==> config.mk <==
export PLATFORM = sky130hd
export DESIGN_NAME = mul_unit_pipe
export DESIGN_NICKNAME = d
export VERILOG_FILES = /design/src/rtl/mul_unit_pipe.sv
export SDC_FILE = /design/constraint.sdc
export NUM_CORES = 1
export LEC_CHECK = 0
export BUFFER_PORTS_ARGS = -buffer_cell sky130_fd_sc_hd__buf_2
export CAP_MARGIN = 30
export CORE_ASPECT_RATIO = 0.8
export CORE_MARGIN = 3
export CORE_UTILIZATION = 45
export DETAILED_ROUTE_END_ITERATION = 8
export GPL_TIMING_DRIVEN = 0
export PLACE_DENSITY = 0.77
export SYNTH_ARGS = -nofsm -noshare
export SYNTH_HDL_FRONTEND = slang
export SYNTH_SLANG_ARGS = --single-unit
==> constraint.sdc <==
create_clock -name clk -period 3.5 [get_ports clk]
set_clock_uncertainty 0.2 [all_clocks]
set_input_delay 0.175 -clock clk [delete_from_list [all_inputs] [get_ports clk]]
set_output_delay 0.175 -clock clk [all_outputs]
set_load 0.05 [all_outputs]
==> src/rtl/mul_unit_pipe.sv <==
// Fully pipelined unsigned multiply unit: tagged results go to the CDB after LATENCY cycles and wait there for a grant.
// Optional squash port: define MUL_FLUSH_EN.
module mul_unit_pipe #(
  parameter int unsigned DATA_W  = 8,
  parameter int unsigned TAG_W   = 3,
  parameter int unsigned LATENCY = 6
) (
  input  logic              clk,
  input  logic              rst_n,
  input  logic              issue_valid,
  output logic              issue_ready,
  input  logic [TAG_W-1:0]  issue_tag,
  input  logic [DATA_W-1:0] issue_op_a,
  input  logic [DATA_W-1:0] issue_op_b,
  output logic              cdb_req,
  input  logic              cdb_grant,
  output logic [TAG_W-1:0]  cdb_tag,
  output logic [DATA_W-1:0] cdb_data,
  output logic              busy,
  output logic [4:0]        inflight_cnt
`ifdef MUL_FLUSH_EN
  ,
  input  logic              flush
`endif
);

  localparam int unsigned CNT_W  = 5;
  localparam int unsigned PROD_W = 2 * DATA_W;
  localparam int unsigned LAST   = LATENCY - 1;

  logic [LATENCY-1:0] vld_q;
  logic [TAG_W-1:0]   tag_q  [LATENCY];
  logic [DATA_W-1:0]  prod_q [LATENCY];
  logic [LATENCY-1:0] adv_c;
  logic [DATA_W-1:0]  prod_c;
  logic [CNT_W-1:0]   cnt_next_c;
  logic               accept_c;
  logic               retire_c;
  logic               flush_c;

`ifdef MUL_FLUSH_EN
  assign flush_c = flush;
`else
  assign flush_c = 1'b0;
`endif

  // Low half of the full product; upper bits are dropped by design.
  assign prod_c = DATA_W'(PROD_W'(issue_op_a) * PROD_W'(issue_op_b));

  // A stage moves when its successor is empty or itself moving; the output stage moves on grant.
  always_comb begin
    adv_c       = '0;
    adv_c[LAST] = vld_q[LAST] && cdb_grant;
    for (int i = int'(LATENCY) - 2; i >= 0; i--) begin
      adv_c[i] = vld_q[i] && (!vld_q[i+1] || adv_c[i+1]);
    end
  end

  assign issue_ready = !vld_q[0] || adv_c[0];
  assign accept_c    = issue_valid && issue_ready && !flush_c;
  assign retire_c    = adv_c[LAST] && !flush_c;

  always_comb begin
    cnt_next_c = inflight_cnt;
    unique case ({accept_c, retire_c})
      2'b10:   cnt_next_c = inflight_cnt + CNT_W'(1);
      2'b01:   cnt_next_c = inflight_cnt - CNT_W'(1);
      default: cnt_next_c = inflight_cnt;
    endcase
  end

  assign cdb_req  = vld_q[LAST];
  assign cdb_tag  = tag_q[LAST];
  assign cdb_data = prod_q[LAST];

  // Output-stage payload is zeroed whenever it empties so the CDB sees 0 while idle.
  always_ff @(posedge clk or negedge rst_n) begin
    if (!rst_n) begin
      vld_q        <= '0;
      inflight_cnt <= '0;
      busy         <= 1'b0;
      for (int unsigned i = 0; i < LATENCY; i++) begin
        tag_q[i]  <= '0;
        prod_q[i] <= '0;
      end
    end else if (flush_c) begin
      vld_q        <= '0;
      tag_q[LAST]  <= '0;
      prod_q[LAST] <= '0;
      inflight_cnt <= '0;
      busy         <= 1'b0;
    end else begin
      if (accept_c) begin
        vld_q[0]  <= 1'b1;
        tag_q[0]  <= issue_tag;
        prod_q[0] <= prod_c;
      end else if (adv_c[0]) begin
        vld_q[0] <= 1'b0;
      end
      for (int unsigned i = 1; i < LATENCY; i++) begin
        if (adv_c[i-1]) begin
          vld_q[i]  <= 1'b1;
          tag_q[i]  <= tag_q[i-1];
          prod_q[i] <= prod_q[i-1];
        end else if (adv_c[i]) begin
          vld_q[i] <= 1'b0;
          if (i == LAST) begin
            tag_q[i]  <= '0;
            prod_q[i] <= '0;
          end
        end
      end
      inflight_cnt <= cnt_next_c;
      busy         <= (cnt_next_c != '0);
    end
  end

endmodule

### Yosys cells after proc, flatten, opt, wreduce, memory -nomap -nowiden

Cells that the tools add are included.

* add/subtract/negate cells: 2
* multipliers: 1
* equality and inequality tests: 2
* multiplexer cells: 17
* reduce and logical (&&, ||, !) cells: 26

Operator list (count)
* 8-bit 2-to-1 mux: 2
* 1-bit 2-to-1 mux: 12
* 2-bit nonzero test: 6
* 5-bit one-hot mux with 2 select lines: 1
* 8-bit by 8-bit multiplier with 8-bit output: 1
* 1-bit logical AND: 7
* 1-bit zero test: 6
* 1-bit logical OR: 6
* 3-bit 2-to-1 mux: 2
* 5-bit by 1-bit adder with 5-bit output (second input constant): 1
* 5-bit nonzero test: 1
* 5-bit by 1-bit subtractor with 5-bit output (second input constant): 1
* 2-bit by 1-bit equality test with 1-bit output (second input constant): 1
* 2-bit equality test (second input constant): 1

* register bits after elaboration: 78
* output and inout bits: 19
* logic and storage cells: 68

### Logic depth before layout (Yosys ltp)

* word-level depth: 16
* mapped depth: 14
* gate-level depth less buffers: 14

### Worst setup path after synthesis

No wires, ideal clock.

* path type: flip-flop to flip-flop
* start point: register vld_q[5]
* end point: register busy
* library setup time: 0.138 ns
* arrival time: 4.020 ns
* data required time: 3.162 ns
* setup slack: -0.859 ns
* cell stages (with the launch flop): 10
* path buffers: 1
* clock period less this slack: 4.359 ns
* path through: dfrtp_1 -> and4b_1 -> nand4_1 -> nand2_1 -> buf_2 -> ha_1 -> fa_1 -> mux2_4 -> or3_1 -> or4b_1

* cells in the longest elaborated chain, start to end: 16

Ends and longest elaborated chain
* start: declaration: RTL line 31 `logic [LATENCY-1:0] vld_q;`
* start signal: assignment: RTL line 79 `vld_q <= '0;`
* start signal: assignment: RTL line 87 `vld_q <= '0;`
* start signal: indexed assignment: RTL line 102 `vld_q[i] <= 1'b1;`
* 1-bit zero test or 1-bit logical AND (tied branches): RTL line 55, 53
* 1-bit logical OR (*): RTL line 55 `adv_c[i] = vld_q[i] && (!vld_q[i+1] || adv_c[i+1]);`
* 1-bit logical AND (*): RTL line 55
* 1-bit logical OR (*): RTL line 55
* 1-bit logical AND (*): RTL line 55
* 1-bit logical OR (*): RTL line 55
* 1-bit logical AND (*): RTL line 55
* 1-bit logical OR (*): RTL line 55
* (+2 left out)
* 1-bit logical AND (*): RTL line 55
* 1-bit logical OR (*): RTL line 59 `assign issue_ready = !vld_q[0] || adv_c[0];`
* net issue_ready: RTL line 11 `output logic issue_ready,`
* 1-bit logical AND (*): RTL line 60 `assign accept_c = issue_valid && issue_ready && !flush_c;`
* 2-bit by 1-bit equality test with 1-bit output or 2-bit equality test (tied branches): RTL line 65 `unique case ({accept_c, retire_c})`
* 5-bit one-hot mux with 2 select lines (*): RTL line 65
* net cnt_next_c[1]: RTL line 36 `logic [CNT_W-1:0] cnt_next_c;`
* 5-bit nonzero test (*): RTL line 114 `busy <= (cnt_next_c != '0);`
* end signal: assignment: RTL line 114
* end: declaration: RTL line 19 `output logic busy,`

The timed path passes the listed nets; every way through them passes the cells marked *.
A chain may end at the register's enable or synchronous reset.

### Worst setup path in the final report

* start point: input port cdb_grant
* end point: register busy

* cells in the longest elaborated chain, start to end: 16

Ends and longest elaborated chain
* start: declaration: RTL line 16 `input logic cdb_grant,`
* 1-bit logical AND (*): RTL line 53 `adv_c[LAST] = vld_q[LAST] && cdb_grant;`
* 1-bit logical OR: RTL line 55
* 1-bit logical AND: RTL line 55
* 1-bit logical OR: RTL line 55
* 1-bit logical AND: RTL line 55
* 1-bit logical OR: RTL line 55
* 1-bit logical AND: RTL line 55
* 1-bit logical OR: RTL line 55
* 1-bit logical AND: RTL line 55
* 1-bit logical OR: RTL line 55
* 1-bit logical AND: RTL line 55
* 1-bit logical OR: RTL line 59
* 1-bit logical AND: RTL line 60
* 2-bit by 1-bit equality test with 1-bit output or 2-bit equality test (tied branches): RTL line 65
* 5-bit one-hot mux with 2 select lines (*): RTL line 65
* net cnt_next_c[1]: RTL line 36
* 5-bit nonzero test (*): RTL line 114

Marks and branches as above.

==> out/results.ini <==
[worst_setup_path]
crit_fanout = 10
cp-end-kind = flip-flop
worstPathArrival_ns = 3.35
start_kind = input port
critPathKind = in -> reg
cp_data_required_time_ns = 3.52

[floorplan]
rows = 30
dieArea_mm2 = 0.01008
die_w_um = 111.5
core_area_mm2 = 0.008558
start_util_pct = 46.81
ios = 42
die_y_um = 90.40

[timing]
rsz0062_at_grt = no
final-hold-violation-count = 0
setup_violations = 0
finalCritPeriodShare_pct = 95.08
post-route-min-period_ns = 3.328
holdWs_ns = 0.1676
timing.final.ws_setup_ns = 0.1721
max_freq_mhz = 300.5
worstMarginPinSlew_ns = 0.4991
slew_violations = 0
max-slew-margin-rel_pct = 66.73

[final_layout]
syn_to_final_growth_pct = 17.08
final_area_mm2 = 0.004691
drive_gt1_share_pct = 25.19
final_cells = 497
num-nets-final = 436
fill_cells = 751
n_antenna_cell = 0

[place]
portBuffers = 41
dp.cells = 472
gp_congestion = 0.8283
dp_hpwl_mm = 4.856
post_dp_cell_area_mm2 = 0.004404
pre_cts_ws_ns = -0.3018

[detailed_routing]
via_count = 2387
ant_nets = 0
wire_per_inst_um = 12.59
dr.pass1.iters = 4
routed_via_density = 4.803
drcViolationCount = 0
drtIter0Drc = 84
wirelength_mm = 6.259

[grt]
grt_max_degree = 79
grt_antenna_before_repair = 0
grt_pass1_wl_mm = 11.45
grt_usage_pct = 13.80
gr-total-overflow = 0
first_global_vias = 2458

[synth]
synth_largest_area_cell = dfrtp_1
synth_top_area_share_pct = 48.72
yosysSeqAreaShare_pct = 48.72
synth_area_leaders = dfrtp_1 (49%), mux2_1 (10%), fa_1 (6.5%)
synth_area_mm2 = 0.004006
syn_nets = 374
synth_cells = 318
yosys.cell_types.count = 32
ys_ff_latch = 78
syn_avg_cell_area_um2 = 12.60
yosysWarnings = 0

[clock_tree]
numCtsBuffers = 9
htreeDepth = 3
worstSkewPairLatency_ns = 0.35
clk_path_buf_depth = 2
cts_tree = done
cts_sinks = 78
root_buffer = clkbuf_8
clk_pin_slew_ns = 0.08

[outcome]
outcome = complete, no violations

[min_path]
hold_path_class = in -> async

[pwr]
p_leak_nw = 2.288
peakVddDrop_mv = 0.4667
p_total_mw = 3.428
p_per_area_mw_per_mm2 = 730.8

[job]
max_cap_viol_count = 0

==> placed cells by master, fill, tap and decap left out, types with 6 or more instances in the layout <==
| cell | count |
|---|---|
| a22o_1 | 11 |
| and2_1 | 23 |
| buf_2 | 42 |
| buf_4 | 14 |
| clkbuf_8 | 9 |
| dfrtp_1 | 77 |
| dlygate4sd3_1 | 7 |
| fa_1 | 11 |
| ha_1 | 19 |
| inv_1 | 25 |
| mux2_1 | 37 |
| mux2_2 | 13 |
| nand2_1 | 26 |
| nand2b_1 | 7 |
| xnor2_1 | 8 |
| xor2_1 | 6 |
==> timing repair <==
item,in CTS,in global routing
resized for setup,0,5
hold buffers,8,0
setup endpoints to repair,0,2
endpoints found under the hold margin,85,0
setup buffers,0,2
==> registers in the layout, indices dropped and copies added (netlist names) <==
name / count
busy: 1
cdb_data: 8
cdb_tag: 3
inflight_cnt: 5
prod_q: 40
tag_q: 15
vld_q: 6
==> routing by layer <==
layer,track usage (%),share of wire [%],vias to the layer above
li1,-,-,1182
met5,0,0,-
met1,18.05,48,1151
met2,22.49,47,43
met4,6.383,2.2,0
met3,2.411,3.3,11
==> cells in the mapped netlist <==
master and instances:
ha_1 20, mux2_1 37, or3_1 1, a21oi_1 4
buf_4 11, nand3b_1 1, buf_6 1, nor3_1 1
mux2_2 13, nand2_1 27, o21ai_0 4, fa_1 13
xnor2_1 8, mux2_4 1, nand2b_1 7, xnor3_1 3
a21o_1 4, o21ai_1 5, a22o_1 11, clkbuf_1 3
buf_2 4, nand3_1 1, nor2_1 1, xor2_1 6
or4b_1 1, dfrtp_1 78, xnor2_2 1, and2_1 23
or2_2 1, inv_1 25, and4b_1 1, nand4_1 1
==> worst max-delay path, cell delays in order <==
cell	delay, ns
dlygate4sd3_1	0.53
buf_2	0.14
and4b_1	0.34
nand4_1	0.24
nand2_4	0.15
buf_6	0.15
ha_4	0.17
fa_1	0.40
mux2_4	0.28
or3_1	0.31
or4b_1	0.47
==> cell type report <==
cell class / instances / area (um2) / area share, %
Timing Repair Buffer: 51 / 327.8 / 6.989
Buffer: 19 / 131.4 / 2.801
Clock inverter: 7 / 56.30 / 1.200
Clock buffer: 9 / 123.9 / 2.641
Sequential cell: 78 / 1953 / 41.64
Inverter: 25 / 93.84 / 2.001
Tap cell: 112 / 140.1 / 2.987
Multi-Input combinational cell: 196 / 1864 / 39.74
==> worst paths after layout <==
check                               from          to  slack, ns  depth (start not counted)
min in group clk           issue_op_b[1]  prod_q[41]       0.20                          4
max in group asynchronous          rst_n    tag_q[4]       2.62                          3
min reg2reg                    tag_q[13]   tag_q[10]       0.29                          1
max                            cdb_grant        busy       0.17                         11
min                                rst_n  cdb_tag[1]       0.17                          3
max reg2reg                     vld_q[5]        busy       0.21                         11
==> through the flow <==
stage               TNS [ns]  utilization (%)
finish                     0            54.81
global placement     -0.2960            51.11
detailed placement   -0.3018            51.46
floorplan            -0.3068                -
CTS                        0            54.50
global route               0            54.81
==> kinds of logic (layout without fill, tap and decap cells) <==
| logic type | after synthesis | after routing | share of synthesized area, % |
|---|---|---|---|
| AO/OA/AOI/OAI | 28 | 28 | 4.778 |
| XOR/XNOR | 18 | 18 | 5.153 |
| adder cells (fa/ha/maj) | 33 | 33 | 12.74 |
| buffers and inverters | 44 | 111 | 5.465 |
| flip-flops | 78 | 78 | 48.72 |
| multiplexers | 51 | 51 | 14.43 |
| AND/OR/NAND/NOR | 66 | 66 | 8.713 |
==> where the power goes <==
| part | internal [mW] | total (mW) | switching (mW) |
|---|---|---|---|
| clock | 0.267 | 0.610 | 0.343 |
| sequential | 1.27 | 1.47 | 0.205 |
| combinational | 0.611 | 1.34 | 0.734 |
Power figures use the tool's default switching activity.
